===== src/rtl/if_fetch_pkg.sv =====
// Shared types and constants for the instruction fetch stage.
// Entries pair an instruction word with the PC it was fetched from.
package if_fetch_pkg;
  localparam logic        RST_ENABLE = 1'b0;
  localparam logic [31:0] ZERO_WORD  = 32'h0000_0000;
  localparam logic [31:0] PC_STEP    = 32'd4;

  typedef enum logic [1:0] {
    ST_IDLE  = 2'd0,
    ST_REQ   = 2'd1,
    ST_WAIT  = 2'd2,
    ST_FLUSH = 2'd3
  } fetch_state_e;

  typedef struct packed {
    logic [31:0] pc;
    logic [31:0] inst;
  } fetch_entry_t;

  function automatic logic [31:0] word_align(input logic [31:0] a);
    return {a[31:2], 2'b00};
  endfunction
endpackage


===== src/rtl/if_fetch_fifo.sv =====
// Small power-of-2 queue of fetched {pc, inst} entries.
// Flush empties it in one cycle; pointers wrap naturally at DEPTH.
module if_fetch_fifo
  import if_fetch_pkg::*;
#(
  parameter int DEPTH = 2
) (
  input  logic                     clk,
  input  logic                     rst,
  input  logic                     push,
  input  logic                     pop,
  input  logic                     flush,
  input  fetch_entry_t             wdata,
  output fetch_entry_t             rdata,
  output logic                     empty,
  output logic                     full,
  output logic [$clog2(DEPTH):0]   count
);
  localparam int AW = $clog2(DEPTH);
  localparam int CW = AW + 1;

  fetch_entry_t    mem [DEPTH];
  logic [AW-1:0]   wptr, rptr;
  logic            do_push, do_pop;

  assign empty   = (count == '0);
  assign full    = (count == CW'(DEPTH));
  assign do_push = push && !full;
  assign do_pop  = pop && !empty;
  assign rdata   = mem[rptr];

  always_ff @(posedge clk) begin
    if (rst == RST_ENABLE || flush) begin
      wptr  <= '0;
      rptr  <= '0;
      count <= '0;
    end else begin
      if (do_push) wptr <= wptr + 1'b1;
      if (do_pop)  rptr <= rptr + 1'b1;
      count <= count + CW'(do_push) - CW'(do_pop);
    end
  end

  always_ff @(posedge clk) begin
    if (do_push) mem[wptr] <= wdata;
  end
endmodule


===== src/rtl/if_fetch.sv =====
// Instruction fetch: owns the PC, keeps one imem read in flight and
// hands buffered words to decode as isolated id_en pulses.
module if_fetch
  import if_fetch_pkg::*;
#(
  parameter logic [31:0] PC_RESET   = 32'h0000_0000,
  parameter int          FIFO_DEPTH = 2
) (
  input  logic        clk,
  input  logic        rst,
  input  logic        stall_i,
  input  logic        redirect_i,
  input  logic [31:0] redirect_pc_i,
  output logic        imem_req_o,
  output logic [31:0] imem_addr_o,
  input  logic        imem_gnt_i,
  input  logic        imem_rvalid_i,
  input  logic [31:0] imem_rdata_i,
  output logic [31:0] inst_o,
  output logic [31:0] inst_pc_o,
  output logic        id_en
);
  fetch_state_e                  state, state_nxt;
  logic [31:0]                   pc, req_pc;
  logic                          outstanding, issue, granted;
  logic                          q_push, q_pop, q_empty, q_full;
  logic [$clog2(FIFO_DEPTH):0]   q_count;
  fetch_entry_t                  q_head;

  assign outstanding = (state == ST_WAIT) || (state == ST_FLUSH);
  assign issue       = (state == ST_REQ) &&
                       (int'(q_count) + int'(outstanding) < FIFO_DEPTH);
  assign granted     = issue && imem_gnt_i;

  assign imem_req_o  = issue;
  // Address stays on the granted PC until its data returns.
  assign imem_addr_o = outstanding ? req_pc : pc;

  assign q_push = (state == ST_WAIT) && imem_rvalid_i && !redirect_i && !q_full;
  // The !id_en term forces a low cycle between pulses for decode's edge detect.
  assign q_pop  = !q_empty && !stall_i && !redirect_i && !id_en;

  if_fetch_fifo #(.DEPTH(FIFO_DEPTH)) u_fifo (
    .clk   (clk),
    .rst   (rst),
    .push  (q_push),
    .pop   (q_pop),
    .flush (redirect_i),
    .wdata ('{pc: req_pc, inst: imem_rdata_i}),
    .rdata (q_head),
    .empty (q_empty),
    .full  (q_full),
    .count (q_count)
  );

  always_comb begin
    state_nxt = state;
    unique case (state)
      ST_IDLE:  state_nxt = ST_REQ;
      ST_REQ:   if (granted) state_nxt = redirect_i ? ST_FLUSH : ST_WAIT;
      ST_WAIT: begin
        if (imem_rvalid_i)   state_nxt = ST_REQ;
        else if (redirect_i) state_nxt = ST_FLUSH;
      end
      ST_FLUSH: if (imem_rvalid_i) state_nxt = ST_REQ;
    endcase
  end

  always_ff @(posedge clk) begin
    if (rst == RST_ENABLE) begin
      state     <= ST_IDLE;
      pc        <= PC_RESET;
      req_pc    <= PC_RESET;
      inst_o    <= ZERO_WORD;
      inst_pc_o <= ZERO_WORD;
      id_en     <= 1'b0;
    end else begin
      state <= state_nxt;
      if (redirect_i)   pc <= word_align(redirect_pc_i);
      else if (granted) pc <= pc + PC_STEP;
      if (granted) req_pc <= pc;
      id_en <= q_pop;
      if (q_pop) begin
        inst_o    <= q_head.inst;
        inst_pc_o <= q_head.pc;
      end
    end
  end
endmodule


===== config.mk =====
export PLATFORM = sky130hd
export DESIGN_NAME = if_fetch
export DESIGN_NICKNAME = d
export VERILOG_FILES = /design/src/rtl/if_fetch_pkg.sv /design/src/rtl/if_fetch_fifo.sv /design/src/rtl/if_fetch.sv
export SDC_FILE = /design/constraint.sdc
export NUM_CORES = 1
export LEC_CHECK = 0
export BUFFER_PORTS_ARGS = -buffer_cell sky130_fd_sc_hd__buf_2
export CORE_ASPECT_RATIO = 0.9
export CORE_MARGIN = 1.5
export CORE_UTILIZATION = 50
export CTS_BUF_LIST = sky130_fd_sc_hd__clkbuf_8 sky130_fd_sc_hd__clkbuf_16
export DETAILED_ROUTE_END_ITERATION = 8
export PLACE_DENSITY_LB_ADDON = 0.1
export SLEW_MARGIN = 20
export SYNTH_ARGS = -nofsm -noshare
export SYNTH_HDL_FRONTEND = slang
export SYNTH_SLANG_ARGS = --single-unit

===== constraint.sdc =====
create_clock -name clk -period 8.6 [get_ports clk]
set_input_delay 1.72 -clock clk [delete_from_list [all_inputs] [get_ports clk]]
set_output_delay 1.72 -clock clk [all_outputs]
set_load 0.005 [all_outputs]

-- Yosys cells after proc, flatten, opt, wreduce, memory -nomap -nowiden
Memories as Yosys holds them, arrays and structs flattened. A register that Yosys moved wholly into a read port is not among the register bits.
Index checks and enable logic that the tools add are counted.
- order comparisons: 1
- $add $sub $neg: 6
- bitwise logic cells: 1
- reduce and logical (&&, ||, !) cells: 23
- equal/unequal tests: 7
- mux-type cells: 11
- operators by type and width (cell ; number):
    2-to-1 mux 32 bit ; 3
    adder 32 x 3 -> 32 bit, second input constant ; 1
    logical AND 1 bit ; 10
    2-to-1 mux 2 bit ; 4
    one-hot mux 2 bit (4 select lines) ; 1
    == test 2 bit, second input constant ; 3
    zero test 1 bit ; 6
    zero test 2 bit ; 2
    inequality test 2 bit, second input constant ; 2
    adder 2 x 1 -> 3 bit ; 1
    less-than comparator 3 x 2 -> 1 bit, second input constant ; 1
    2-to-1 mux 1 bit ; 3
    inequality test 3 bit, second input constant ; 1
    AND reduction 3 bit ; 1
    adder 1 bit, second input constant ; 2
    adder 2 x 1 -> 2 bit ; 1
    == test 2 x 1 -> 1 bit, second input constant ; 1
    logical OR 1 bit ; 2
    nonzero test 2 bit ; 1
    OR reduction 2 bit ; 1
    subtractor 2 x 1 -> 2 bit ; 1
    NOT 1 bit ; 1
- input port bits: 70
- memories: 1
- output and inout port bits: 98
- bits in writable memories: 128
- bits in registers: 71
- memory list (memory ; depth ; bits a word ; rd ports ; clocked after memory_dff ; wr ports ; RTL line ; source):
    u_fifo.mem ; 2 ; 64 ; 1 ; 1 ; 1 ; if_fetch_fifo.sv:22 ; fetch_entry_t mem [DEPTH];

-- Longest topological paths before layout
- depth in word-level cells: 8
- depth in mapped cells: 9
- gate-level depth less buffers: 8

-- Cells and area by module
From an unflattened synthesis, not the netlist that was laid out.
- cells, all modules: 943
- area total of the unflattened synthesis: 10496.3 µm²
- by module, submodules not included (module ; seq. area each (µm²) ; times used ; cells each ; area an instance (µm²)):
    if_fetch ; 2542.4 ; 1 ; 715 ; 5640.4
    if_fetch_fifo ; 3943.8 ; 1 ; 228 ; 4855.9

-- Worst setup path before layout
Ideal clock, no wire load.
- path type: input port to flip-flop
- start: input port redirect_i
- end: memory u_fifo.mem[0][0] in the netlist's numbering, enable pin
- arrival time: 5030 ps
- stages: 4
- slack: 3080 ps
- setup time: 490 ps
- cells stage by stage: clkbuf_1 nor2b_1 o211a_1 nor2b_1
- longest elaborated chain between the ends: 6
- ends and longest elaborated chain (element ; RTL line ; source):
    start: declaration ; if_fetch.sv:12 ; input logic redirect_i,
    zero test 1 bit ; if_fetch.sv:39 ; assign q_push = (state == ST_WAIT) && imem_rvalid_i && !redirect_i && !q_full;
    logical AND 1 bit (2 in series) ; if_fetch.sv:39 ;
    logical AND 1 bit ; if_fetch_fifo.sv:28 ; assign do_push = push && !full;
    via u_fifo.do_push ; if_fetch_fifo.sv:24 ; logic do_push, do_pop;
    2-to-1 mux 1 bit ; if_fetch_fifo.sv:45 ; if (do_push) mem[wptr] <= wdata;
    2-to-1 mux 1 bit (implied by the code) ; if_fetch_fifo.sv:45 ;
    end: declaration ; if_fetch_fifo.sv:22 ;
The timed path passes the listed nets, and every way through them passes these cells.

-- Worst setup path after layout
- start: register state[0]
- end: output port imem_addr_o[18]
- longest elaborated chain between the ends: 3
- elaborated cells between the ends (all ways): 4
- ends and longest elaborated chain (element ; RTL line ; source):
    start: declaration ; if_fetch.sv:23 ; fetch_state_e state, state_nxt;
    start signal: assignment ; if_fetch.sv:78 ; state <= state_nxt;
    == test 2 bit ; if_fetch.sv:30 ; assign outstanding = (state == ST_WAIT) || (state == ST_FLUSH);
    logical OR 1 bit * ; if_fetch.sv:30 ;
    2-to-1 mux 32 bit * ; if_fetch.sv:37 ; assign imem_addr_o = outstanding ? req_pc : pc;
    end: declaration ; if_fetch.sv:15 ; output logic [31:0] imem_addr_o,
Mark *: on every way between the ends. The rest lies on a longest branch, timed or not.

==> results_dict.tcl <==
set metrics [dict create \
    drt_wl_total_um 23200 \
    yosysUniqueCellTypes 62 \
    synth-edff-count 124 \
    p_total_mw 2.74 \
    status "complete, no violations" \
    crit_fanout 30 \
    cts_buffers 26 \
    fill_cells 1677 \
    dpl.hpwl_um 14500 \
    ir_worst_vdd_v 0.000135 \
    yosys.area_share.simple 0.136 \
    grt_max_degree 97 \
    worstSetupPathType "reg2out" \
    num-nets-final 1097 \
    post_cts_buffers 0 \
    wl_per_cell_um 17.9 \
    max_freq_mhz 252 \
    grt.total_usage 0.211 \
    grt-ovfl-total 0 \
    ys.flop_type "dfxtp_1" \
    synth.area.mux_share 0.0923 \
    dpl-instance-area_mm2 0.0112 \
    p_sw_mw 0.614 \
    cts_resized 0 \
    skew_ns 0.0144 \
    period_minus_slack_ns 3.97 \
    clk_pin_slew_ns 0.07 \
    fp.dieH_um 140 \
    dieArea_mm2 0.0216 \
    ff_latch_area_mm2 0.00631 \
    ys_seq_area_frac 0.607 \
    clockPowerShare 0.435 \
    synth_compound_area_frac 0.111 \
    design_area_mm2 0.0122 \
    final_hold_viol_count 0 \
    gp_congestion 0.912 \
    drv_cap 0 \
    rows 49 \
    dp_cells 1248 \
    end_kind "primary output" \
    totalNegativeSetupSlack_ns 0 \
    p_per_area_mw_per_mm2 225 \
    antenna_found_initial 2 \
    critPathLaunchType "flop" \
    drive_gt1_frac 0.249 \
    synthToLayoutAreaGrowth_pct 17.2 \
    synth_xor_area_frac 0.00759 \
    rsz0062_at_grt "no" \
    multiInputGateArea_mm2 0.00370 \
    hp-class "reg2reg" \
    rrSetupSlack_ns 6.01 \
    drt-initial-drc-count 465 \
    clk_latency_ns 0.52 \
    setup_viol 0 \
    swShare 0.224 \
    die_w_um 155 \
    p_comb_frac 0.078 \
    tightestPinTransition_ns 0.947 \
    power.share.sequential 0.487 \
    dr.pass1.iters 5 \
    htreeDepth 1 \
    final_common_cell "buf_2" \
    ys_warn_count 0 \
    dr_total_vias 7283 \
    crit_arrival_ns 2.25 \
    synth_top_family_by_area "simple AND/OR/NAND/NOR gates" \
    drt.antenna.violating_nets 0 \
    relSlewSlack 0.369 \
    syn-instance-count 889 \
    start_util 0.515 \
    grt_pass1_wl_um 36300 \
    synthAdderAreaFrac 0.00723 \
    first_global_vias 6706 \
    hold_buffers 0 \
    ios 168 \
    root_buffer "clkbuf_16" \
    final_cell_mix "buf_2, dfxtp_1, edfxtp_1" \
    antenna_cells 0 \
    post-route-period-util 0.462 \
    final_max_slew_viol_count 0 \
    p_leak_nw 4.38 \
    async_reset_ff_frac 0 \
    cts_buffer_depth 3 \
    drc_errors 0 \
    cts_tree "yes" \
    vias_per_cell 5.62 \
    syn_area_mm2 0.0104 \
    io_buffer_count 161 \
    crit_required_ns 6.88 \
    cts_sinks 253 \
    internal-power_mw 2.13 \
    synth-seq-cells 253 \
    layoutNonFillerInstCount 1296 \
    avgSynthCellArea_um2 11.7 \
    core_area_mm2 0.0202 \
]
## synthesized netlist by cell type, types with 9 or more instances
| library cell | n | share of area |
|---|---|---|
| a211oi_1 | 68 | 0.049 |
| a21oi_1 | 36 | 0.017 |
| a311oi_1 | 10 | 0.0084 |
| and3_1 | 12 | 0.0072 |
| clkbuf_1 | 43 | 0.016 |
| dfxtp_1 | 129 | 0.25 |
| edfxtp_1 | 124 | 0.36 |
| inv_1 | 10 | 0.0036 |
| mux2_2 | 30 | 0.033 |
| mux2i_1 | 62 | 0.060 |
| nand2_1 | 76 | 0.027 |
| nand3_1 | 28 | 0.013 |
| nand4_1 | 18 | 0.011 |
| nor2_1 | 79 | 0.029 |
| nor2b_1 | 9 | 0.0054 |
| o21ai_0 | 20 | 0.0096 |
## layout make-up
| type | count | area share |
|---|---|---|
| flip-flops and latches | 253 | 0.518 |
| clock inverters | 18 | 0.0174 |
| multi-input cells | 559 | 0.304 |
| inverters | 11 | 0.00349 |
| repair buffers | 170 | 0.0717 |
| clock buffers | 30 | 0.0589 |
| well taps | 255 | 0.0262 |
## critical path: stages, from the launching register on
cell	delay, ns
dfxtp_1	0.39
inv_1	0.06
ha_1	0.24
nor2_2	0.09
buf_4	0.37
mux2_2	0.43
buf_2	0.14
## power groups by stage
stage	logic, mW	registers [mW]	clock network (mW)
after floorplan	0.150	1.34	0
after global placement	0.213	1.36	0
after detailed placement	0.215	1.36	0
after CTS	0.216	1.33	1.22
after global routing	0.236	1.34	1.27
final	0.214	1.33	1.19
## stage by stage
stage / setup WS (ns) / util / hold slack [ns]
2_1_floorplan: 3.08 / - / 0.443
3_3_place_gp: 4.47 / 0.558 / 0.456
3_5_place_dp: 4.39 / 0.558 / 0.468
4_1_cts: 4.63 / 0.604 / 0.483
5_1_grt: 4.51 / 0.604 / 0.499
6_report: 4.63 / 0.604 / 0.480
## logic make-up (layout without fill, tap and decap cells)
group | after synthesis | count (layout)
and+or+nand+nor | 282 | 282
DFF | 253 | 253
AOI/OAI and AO/OA | 166 | 166
muxes | 92 | 92
buffers and inverters | 80 | 229
xor gates and xnor gates | 9 | 9
adders and majority gates | 6 | 6
other | 1 | 4
## registers in the layout, indices dropped and copies added (netlist names)
signal,count
u_fifo.count,2
req_pc,30
id_en,1
inst_pc_o,30
inst_o,32
pc,30
u_fifo.rptr,1
u_fifo.mem,124
state,2
u_fifo.wptr,1
## metal layers
layer | global-route usage | vias to the layer above | share of wire
li1 | - | 3588 | -
met1 | 0.299 | 3420 | 0.46
met2 | 0.333 | 239 | 0.45
met3 | 0.0455 | 32 | 0.068
met4 | 0.0491 | 4 | 0.018
met5 | 0 | - | 0.0012
## path summary, 6_finish.rpt
path                            depth (start not counted)       startpoint           endpoint
worst min register to register                          0       req_pc[27]  u_fifo.mem[0][59]
worst min-delay path                                    0       req_pc[27]  u_fifo.mem[0][59]
worst max-delay path                                    6         state[0]    imem_addr_o[18]
worst max register to register                          6  u_fifo.count[0]         inst_o[28]
(Power assumes the default switching activity.)
